==> src/rtl/fb_rect_writer.sv <==
// fb_rect_writer: rectangle-fill write engine for the framebuffer RAM port.
// Accepts one fill command (origin, size, color), clips it to the
// framebuffer, and emits one linear-address pixel write (y*FB_WIDTH + x)
// per accepted cycle, row-major.
// Optional build macro: FB_RECT_WRITER_BLANK_GATE_EN -- when defined, writes
// are only issued while display_enable_i is low (blanking interval).
module fb_rect_writer #(
  parameter int FB_WIDTH  = 320,
  parameter int FB_HEIGHT = 240,
  parameter int ADDR_W    = 17,
  parameter int PIXEL_W   = 12
) (
  input  logic               clk_i,
  input  logic               rst_i,
  input  logic               cmd_valid_i,
  output logic               cmd_ready_o,
  input  logic [9:0]         cmd_x0_i,
  input  logic [9:0]         cmd_y0_i,
  input  logic [9:0]         cmd_w_i,
  input  logic [9:0]         cmd_h_i,
  input  logic [PIXEL_W-1:0] cmd_color_i,
  input  logic               display_enable_i,
  output logic               fb_we_o,
  input  logic               fb_ready_i,
  output logic [ADDR_W-1:0]  fb_addr_o,
  output logic [PIXEL_W-1:0] fb_wdata_o,
  output logic               busy_o,
  output logic               done_o
);

  typedef enum logic [1:0] {
    S_IDLE  = 2'd0,
    S_SETUP = 2'd1,
    S_FILL  = 2'd2,
    S_DONE  = 2'd3
  } state_t;

  localparam logic [10:0]       FB_W11 = 11'(FB_WIDTH);
  localparam logic [10:0]       FB_H11 = 11'(FB_HEIGHT);
  localparam logic [ADDR_W-1:0] FB_WA  = ADDR_W'(FB_WIDTH);
  localparam logic [ADDR_W-1:0] ONE_A  = ADDR_W'(1);

  state_t               state_q;
  logic [9:0]           x0_q, y0_q, w_q, h_q;
  logic [9:0]           w_eff_q, h_eff_q;
  logic [9:0]           x_cnt_q, y_cnt_q;
  logic [ADDR_W-1:0]    addr_q;
  logic [PIXEL_W-1:0]   wdata_q;
  logic                 we_q, busy_q, done_q;

  logic [10:0]          x_room_s, y_room_s;
  logic                 empty_s;
  logic [9:0]           w_eff_s, h_eff_s;
  logic [ADDR_W-1:0]    start_s, row_step_s;
  logic                 last_col_s, last_row_s, fire_s;

  // Clipping, start address and row-walk decode from the captured command.
  always_comb begin
    x_room_s   = FB_W11 - {1'b0, x0_q};
    y_room_s   = FB_H11 - {1'b0, y0_q};
    empty_s    = ({1'b0, x0_q} >= FB_W11) || ({1'b0, y0_q} >= FB_H11) ||
                 (w_q == 10'd0) || (h_q == 10'd0);
    w_eff_s    = 10'd0;
    h_eff_s    = 10'd0;
    if (!empty_s) begin
      if ({1'b0, w_q} < x_room_s) w_eff_s = w_q;
      else                        w_eff_s = x_room_s[9:0];
      if ({1'b0, h_q} < y_room_s) h_eff_s = h_q;
      else                        h_eff_s = y_room_s[9:0];
    end else begin
      w_eff_s = 10'd0;
      h_eff_s = 10'd0;
    end
    // Only multiply in the block; consumed once, in SETUP, into addr_q.
    start_s    = ADDR_W'(y0_q) * FB_WA + ADDR_W'(x0_q);
    // From the last pixel of a row to the first pixel of the next row.
    row_step_s = FB_WA - ADDR_W'(w_eff_q) + ONE_A;
    last_col_s = (x_cnt_q == (w_eff_q - 10'd1));
    last_row_s = (y_cnt_q == (h_eff_q - 10'd1));
    fire_s     = fb_we_o && fb_ready_i;
  end

  // Command FSM: capture, setup, fill walk and completion pulse.
  always_ff @(posedge clk_i) begin
    if (rst_i) begin
      state_q <= S_IDLE;
      x0_q    <= 10'd0;
      y0_q    <= 10'd0;
      w_q     <= 10'd0;
      h_q     <= 10'd0;
      w_eff_q <= 10'd0;
      h_eff_q <= 10'd0;
      x_cnt_q <= 10'd0;
      y_cnt_q <= 10'd0;
      addr_q  <= {ADDR_W{1'b0}};
      wdata_q <= {PIXEL_W{1'b0}};
      we_q    <= 1'b0;
      busy_q  <= 1'b0;
      done_q  <= 1'b0;
    end else begin
      case (state_q)
        S_IDLE: begin
          if (cmd_valid_i) begin
            x0_q    <= cmd_x0_i;
            y0_q    <= cmd_y0_i;
            w_q     <= cmd_w_i;
            h_q     <= cmd_h_i;
            wdata_q <= cmd_color_i;
            busy_q  <= 1'b1;
            state_q <= S_SETUP;
          end else begin
            state_q <= S_IDLE;
          end
        end
        S_SETUP: begin
          w_eff_q <= w_eff_s;
          h_eff_q <= h_eff_s;
          x_cnt_q <= 10'd0;
          y_cnt_q <= 10'd0;
          if (empty_s) begin
            done_q  <= 1'b1;
            state_q <= S_DONE;
          end else begin
            addr_q  <= start_s;
            we_q    <= 1'b1;
            state_q <= S_FILL;
          end
        end
        S_FILL: begin
          if (fire_s) begin
            if (last_col_s && last_row_s) begin
              we_q    <= 1'b0;
              done_q  <= 1'b1;
              state_q <= S_DONE;
            end else if (last_col_s) begin
              x_cnt_q <= 10'd0;
              y_cnt_q <= y_cnt_q + 10'd1;
              addr_q  <= addr_q + row_step_s;
            end else begin
              x_cnt_q <= x_cnt_q + 10'd1;
              addr_q  <= addr_q + ONE_A;
            end
          end else begin
            state_q <= S_FILL;
          end
        end
        S_DONE: begin
          done_q  <= 1'b0;
          busy_q  <= 1'b0;
          state_q <= S_IDLE;
        end
        default: begin
          we_q    <= 1'b0;
          done_q  <= 1'b0;
          busy_q  <= 1'b0;
          state_q <= S_IDLE;
        end
      endcase
    end
  end

  assign cmd_ready_o = (state_q == S_IDLE);
  assign fb_addr_o   = addr_q;
  assign fb_wdata_o  = wdata_q;
  assign busy_o      = busy_q;
  assign done_o      = done_q;

`ifdef FB_RECT_WRITER_BLANK_GATE_EN
  // Hold writes off during active video; address and data simply wait.
  assign fb_we_o = we_q && !display_enable_i;
`else
  logic unused_display_enable_s;
  assign unused_display_enable_s = display_enable_i;
  assign fb_we_o = we_q;
`endif

endmodule

==> config.mk <==
export PLATFORM = sky130hd
export DESIGN_NAME = fb_rect_writer
export DESIGN_NICKNAME = d
export VERILOG_FILES = /design/src/rtl/fb_rect_writer.sv
export SDC_FILE = /design/constraint.sdc
export NUM_CORES = 1
export LEC_CHECK = 0
export ABC_AREA = 1
export CAP_MARGIN = 20
export CORE_ASPECT_RATIO = 1.5
export CORE_MARGIN = 2
export CORE_UTILIZATION = 55
export CTS_CLUSTER_DIAMETER = 100
export DETAILED_ROUTE_END_ITERATION = 8
export PLACE_DENSITY = 0.76
export SLEW_MARGIN = 20
export SYNTH_ARGS = -nofsm -noshare
export SYNTH_HDL_FRONTEND = slang
export SYNTH_SLANG_ARGS = --single-unit
==> constraint.sdc <==
create_clock -name clk_i -period 6.2 [get_ports clk_i]
set_input_delay 1.24 -clock clk_i [delete_from_list [all_inputs] [get_ports clk_i]]
set_output_delay 1.24 -clock clk_i [all_outputs]
set_load 0.01 [all_outputs]
; ---- Yosys cells after proc, flatten, opt, wreduce, memory -nomap -nowiden
; Cells that the tools add are included.
[op_classes]
n_mux = 32
reduce_logical = 18
mul = 1
n_lt_le_gt_ge = 4
add_sub_neg = 11
eq_ne = 13
[ops]
columns = op, count
row1 = 10-bit two-way mux, 10
row2 = 17-bit two-way mux, 4
row3 = 10-bit one-hot mux with 2 select lines, 2
row4 = 17-bit one-hot mux with 2 select lines, 1
row5 = 10-bit by 11-bit less-than comparator with 1-bit output, 2
row6 = "9-bit by 10-bit subtractor with 11-bit output, first input constant", 2
row7 = "10-bit by 1-bit adder with 10-bit output, second input constant", 2
row8 = 10-bit equality test, 2
row9 = 10-bit zero test, 2
row10 = "10-bit by 1-bit subtractor with 10-bit output, second input constant", 2
row11 = "17-bit by 1-bit adder with 17-bit output, second input constant", 1
row12 = 17-bit by 10-bit adder with 17-bit output, 1
row13 = 17-bit adder, 1
row14 = 4-bit AND reduction, 4
row15 = "2-bit != test, second input constant", 7
row16 = "11-bit by 2-bit adder with 12-bit output, second input constant", 1
row17 = "10-bit by 3-bit multiplier with 11-bit output, second input constant", 1
row18 = "8-bit by 10-bit subtractor with 11-bit output, first input constant", 1
row19 = "10-bit by 8-bit >= comparator with 1-bit output, second input constant", 1
row20 = "10-bit by 9-bit >= comparator with 1-bit output, second input constant", 1
row21 = 1-bit two-way mux, 9
row22 = 2-bit one-hot mux with 4 select lines, 1
row23 = "2-bit equality test, second input constant", 2
row24 = 2-bit two-way mux, 2
row25 = 11 further kinds, 17
[word_totals]
ff_bits = 114
input_bits = 57

; ---- Logic depth before layout (Yosys ltp)
[logic_depth]
ltp_word = 7
ltp_mapped = 30
ltp_nobuf = 30

; ---- Least setup slack after synthesis
; OpenSTA, ideal clock, no wires.
[synth_path]
path_type = flip-flop to flip-flop
startpoint = register w_eff_q[0]
endpoint = register addr_q[10] (netlist: fb_addr_o[10])
path_buffers = 0
arrival_time_ns = 3.438
slack_ns = 2.633
synth_period_minus_slack_ns = 3.567
path_stages_with_launch = 28
path_cell_list = dfxtp_1 > inv_2 > ha_1 > nand2_1 > inv_2 > nand2_1 > nand3_1 > nor3b_1 > nand3_1 > nor2_4 > inv_1 > nor3_1 > inv_1 > fa_1 > inv_1 > nand2_1 > nand2_1 > nand2_1 > nand2_1 > a21boi_0 > o21ai_0 > nand3_1 > nand2_1 > nand2_1 > nand3_1 > nand2_1 > nand2_1 > a21oi_1
[synth_via]
elab_chain_len = 7
elab_cells_between_ends = 12
classes_between = 4 x add/sub / 2 x eq/ne / 4 x mux / 2 x reduce/logical
[synth_rtl]
columns = item, line_no
row1 = "start, declared", 45  ; logic [9:0] w_eff_q, h_eff_q;
row2 = "start signal, assigned", 116  ; w_eff_q <= w_eff_s;
row3 = 9-bit by 10-bit subtractor with 11-bit output, 77  ; row_step_s = FB_WA - ADDR_W'(w_eff_q) + ONE_A;
row4 = 11-bit by 2-bit adder with 12-bit output, 77
row5 = 17-bit adder, 138  ; addr_q <= addr_q + row_step_s;
row6 = 17-bit two-way mux, 135  ; end else if (last_col_s) begin
row7 = 17-bit two-way mux, 131  ; if (last_col_s && last_row_s) begin
row8 = 17-bit two-way mux, 130  ; if (fire_s) begin
row9 = 17-bit one-hot mux with 2 select lines, 101  ; case (state_q)
row10 = "end signal, assigned", 95  ; addr_q <= {ADDR_W{1'b0}};
row11 = "end signal, assigned", 138
row12 = "end signal, assigned", 141  ; addr_q <= addr_q + ONE_A;
row13 = "end, declared", 47  ; logic [ADDR_W-1:0] addr_q;
; Several ways; a longest one is shown, not always the timed one. The select of a mux whose other input is x is not followed.
; A chain may end at the register's enable or synchronous reset.

; ---- Worst setup path after layout
; Same ends and word-level chain as after synthesis.

==> impl_metrics.env <==
export IMPL_outcome="complete, no violations"
export IMPL_drt_total_wl_um=22400
export IMPL_r2r_start="w_eff_q[0]"
export IMPL_wl_per_cell_um=14.40
export IMPL_cts_tree="built"
export IMPL_min_path_type="reg -> reg"
export IMPL_ys_ff_latch=114
export IMPL_cts_htree_levels=4
export IMPL_muxShareOfSynthArea=0
export IMPL_maxSlewViolCount=0
export IMPL_cts_resized=0
export IMPL_path_buf_inv=5
export IMPL_finClkSkew_ns=0.008027
export IMPL_io_buffers=88
export IMPL_antenna_found_initial=0
export IMPL_clock_latency_ns=0.42
export IMPL_cts_clk_slew_worst_paths_ns=0.05
export IMPL_synth_edf_count=0
export IMPL_start_util=0.5554
export IMPL_die_area_um2=16100
export IMPL_clock_fmax_mhz=220.6
export IMPL_startpoint="w_eff_q[0]"
export IMPL_critPathCapture="fb_addr_o[10]"
export IMPL_synth_adder_area_share=0.1083
export IMPL_clkSinkCount=114
export IMPL_reg2reg_to="fb_addr_o[10]"
export IMPL_vdd_ir_drop_max_mv=0.2244
export IMPL_overflow=0
export IMPL_gp_congestion=0.9168
export IMPL_finalCritPeriodShare=0.7311
export IMPL_io_pins=90
export IMPL_ys_seq_area_frac=0.2752
export IMPL_drtPass1Iterations=5
export IMPL_critPathRequiredTime_ns=6.55
export IMPL_synthXorXnorAreaFrac=0.05250
export IMPL_drive_above_1_share=0.03909
export IMPL_cts_root_buf="clkbuf_16"
export IMPL_yosys_warnings=0
export IMPL_final_setup_viol_count=0
export IMPL_hpwlAfterDp_um=16720
export IMPL_layout_min_cycle_time_ns=4.533
export IMPL_cp_end_kind="flop"
export IMPL_hold_violations=0
export IMPL_critPathKind="reg -> reg"
export IMPL_cp_slowest_stage_delay_ns=0.52
export IMPL_slowest_stage="dfxtp_1"
export IMPL_pwr_density_cell_nw_per_um2=271.2
export IMPL_syn_num_nets=1407
export IMPL_critical_path_peak_fanout=9
export IMPL_final_nets=1470
export IMPL_die_y_um=154.4
export IMPL_yosys_most_used_dff="dfxtp_1"
export IMPL_syn_area_per_cell_um2=6.480
export IMPL_cp_num_cells=26
export IMPL_rsz0062_at_grt="no"
export IMPL_worst_pin_slew_ns=1.009
export IMPL_cts_buffer_depth=2
export IMPL_synth_compound_area_frac=0.1741
export IMPL_via_per_inst=5.391
export IMPL_grt_pass1_wl_um=36940
export IMPL_ant_nets=0
export IMPL_async_flop_share=0
export IMPL_leakagePower_nw=4.346
export IMPL_num_vias=8383
export IMPL_drc=0
export IMPL_grt_max_degree=78
export IMPL_r2r_cells=26
export IMPL_cp_start_kind="flop"
export IMPL_synthSimpleGateAreaFrac=0.3049
export IMPL_antenna_cells=0
export IMPL_cts_setup_buffers=0
export IMPL_cpLargestDelayFamily="simple AND/OR/NAND/NOR gates"
export IMPL_syn_inst=1280
export IMPL_rows=55
export IMPL_area_delta_synth_final_pct=18.63
export IMPL_cts_buffers=17
export IMPL_synth_cell_types=43
export IMPL_slew_headroom=0.3263
export IMPL_die_x_um=104.3
export IMPL_cap_viol_max_count=0
export IMPL_drt_iter0_drc=401
export IMPL_tns_ns=0
export IMPL_whs_path_depth=2
export IMPL_final_util=0.6589
export IMPL_core_area_um2=14930
export IMPL_hold_buffers=0
export IMPL_cp_arrival_ns=4.88
export IMPL_grt_pass1_vias=7926
export IMPL_synth_top_family_by_area="simple AND/OR/NAND/NOR gates"
export IMPL_crit_top_cell="nand2_1"
export IMPL_ff2ff_setup_slack_ns=1.67
export IMPL_syn_area_um2=8294
export IMPL_grt_usage=0.2846
## cells in the final DEF, fill, tap and decap left out, types with 30 or more instances in the layout
cell type and count:
nand2_1 273, nor2_1 169, a21oi_1 134, inv_1 126
dfxtp_1 114, o21ai_0 103, nand3_1 94, clkdlybuf4s50_1 88
ha_1 67, xor2_1 30
## per-layer routing
layer	track usage	vias to the layer above	routed length (µm)
met4	0.1441	0	845
met3	0.05141	49	995
met5	0	-	0
li1	-	4350	-
met2	0.5201	207	11520
met1	0.3125	3777	9036
## worst register-to-register path, stage by stage (launching register included)
cell and delay [ns]:
dfxtp_1 0.52, inv_2 0.17, ha_1 0.30, nand2_1 0.16, inv_2 0.05, nand2_1 0.08, nand3_1 0.07, nor3b_1 0.26
nand3_1 0.17, nor2_4 0.24, inv_1 0.19, nor3_1 0.24, inv_1 0.09, fa_1 0.38, inv_1 0.08, nand2_1 0.06
nand2_1 0.06, nand2_1 0.07, nand2_1 0.08, a21boi_0 0.11, o21ai_0 0.43, nand3_1 0.18, nand3b_1 0.13, nand3_1 0.08
nand2_1 0.07, nand2_1 0.05, a21oi_1 0.14
## registers in the layout, indices dropped and copies added (netlist names)
register and count:
fb_addr_o 17, fb_wdata_o 12, h_eff_q 10, h_q 10
w_eff_q 10, w_q 10, x0_q 10, x_cnt_q 10
y0_q 10, y_cnt_q 10, state_q 2, busy_o 1
done_o 1, fb_we_o 1
## cells by family after synthesis
group	count (synthesis)
AO/OA/AOI/OAI	272
XOR/XNOR	48
adder cells (fa/ha/maj)	70
buffers and inverters	179
flip-flops	114
AND/OR/NAND/NOR	597
## cell usage after synthesis, drive strengths merged (4+ instances only)
cell | instances | share of area
a21o | 4 | 0.0036
xnor2 | 17 | 0.018
inv | 131 | 0.059
clkbuf | 36 | 0.016
nor3b | 6 | 0.0054
a21oi | 134 | 0.081
dfxtp | 114 | 0.28
nor3 | 16 | 0.010
xor2 | 30 | 0.032
nand3b | 4 | 0.0036
nand2 | 278 | 0.13
nor2 | 174 | 0.081
buf | 12 | 0.0095
nand4 | 16 | 0.012
nand3 | 96 | 0.059
ha | 67 | 0.10
o211ai | 15 | 0.014
o21ai | 105 | 0.063
## per-stage QoR
stage,hold slack (ns),cells,area (µm²),total power [W],worst slack (ns)
floorplan,0.4453,1280,8294,0.001427,2.633
global placement,0.4551,1523,9243,0.001656,1.845
detailed placement,0.4579,1523,9243,0.001673,1.730
CTS,0.4663,1555,9839,0.002677,1.714
global route,0.4767,1555,9839,0.002830,1.204
finish,0.4654,1555,9839,0.002668,1.667
## worst min path at each step
stage | from | end
global route | w_eff_q[1] | w_eff_q[1]
global placement | w_eff_q[1] | w_eff_q[1]
CTS | w_eff_q[1] | w_eff_q[1]
floorplan | h_eff_q[1] | h_eff_q[1]
finish | w_eff_q[1] | w_eff_q[1]
detailed placement | w_eff_q[1] | w_eff_q[1]
## where the power goes
| group | switching, W | internal [W] | total [W] |
|---|---|---|---|
| Sequential | 0.0000737 | 0.000803 | 0.000877 |
| Clock | 0.000354 | 0.000649 | 0.00100 |
| Combinational | 0.000485 | 0.000304 | 0.000789 |
| Total | 0.000912 | 0.00176 | 0.00267 |
## cell type report
type | instances | area, µm²
Multi-Input combinational cell | 987 | 5309
Fill cell | 1385 | 5094
Sequential cell | 114 | 2282
Timing Repair Buffer | 92 | 910.9
Inverter | 131 | 491.7
Clock buffer | 22 | 464.2
Tap cell | 199 | 249.0
Clock inverter | 10 | 132.6
(Power assumes the default switching activity.)
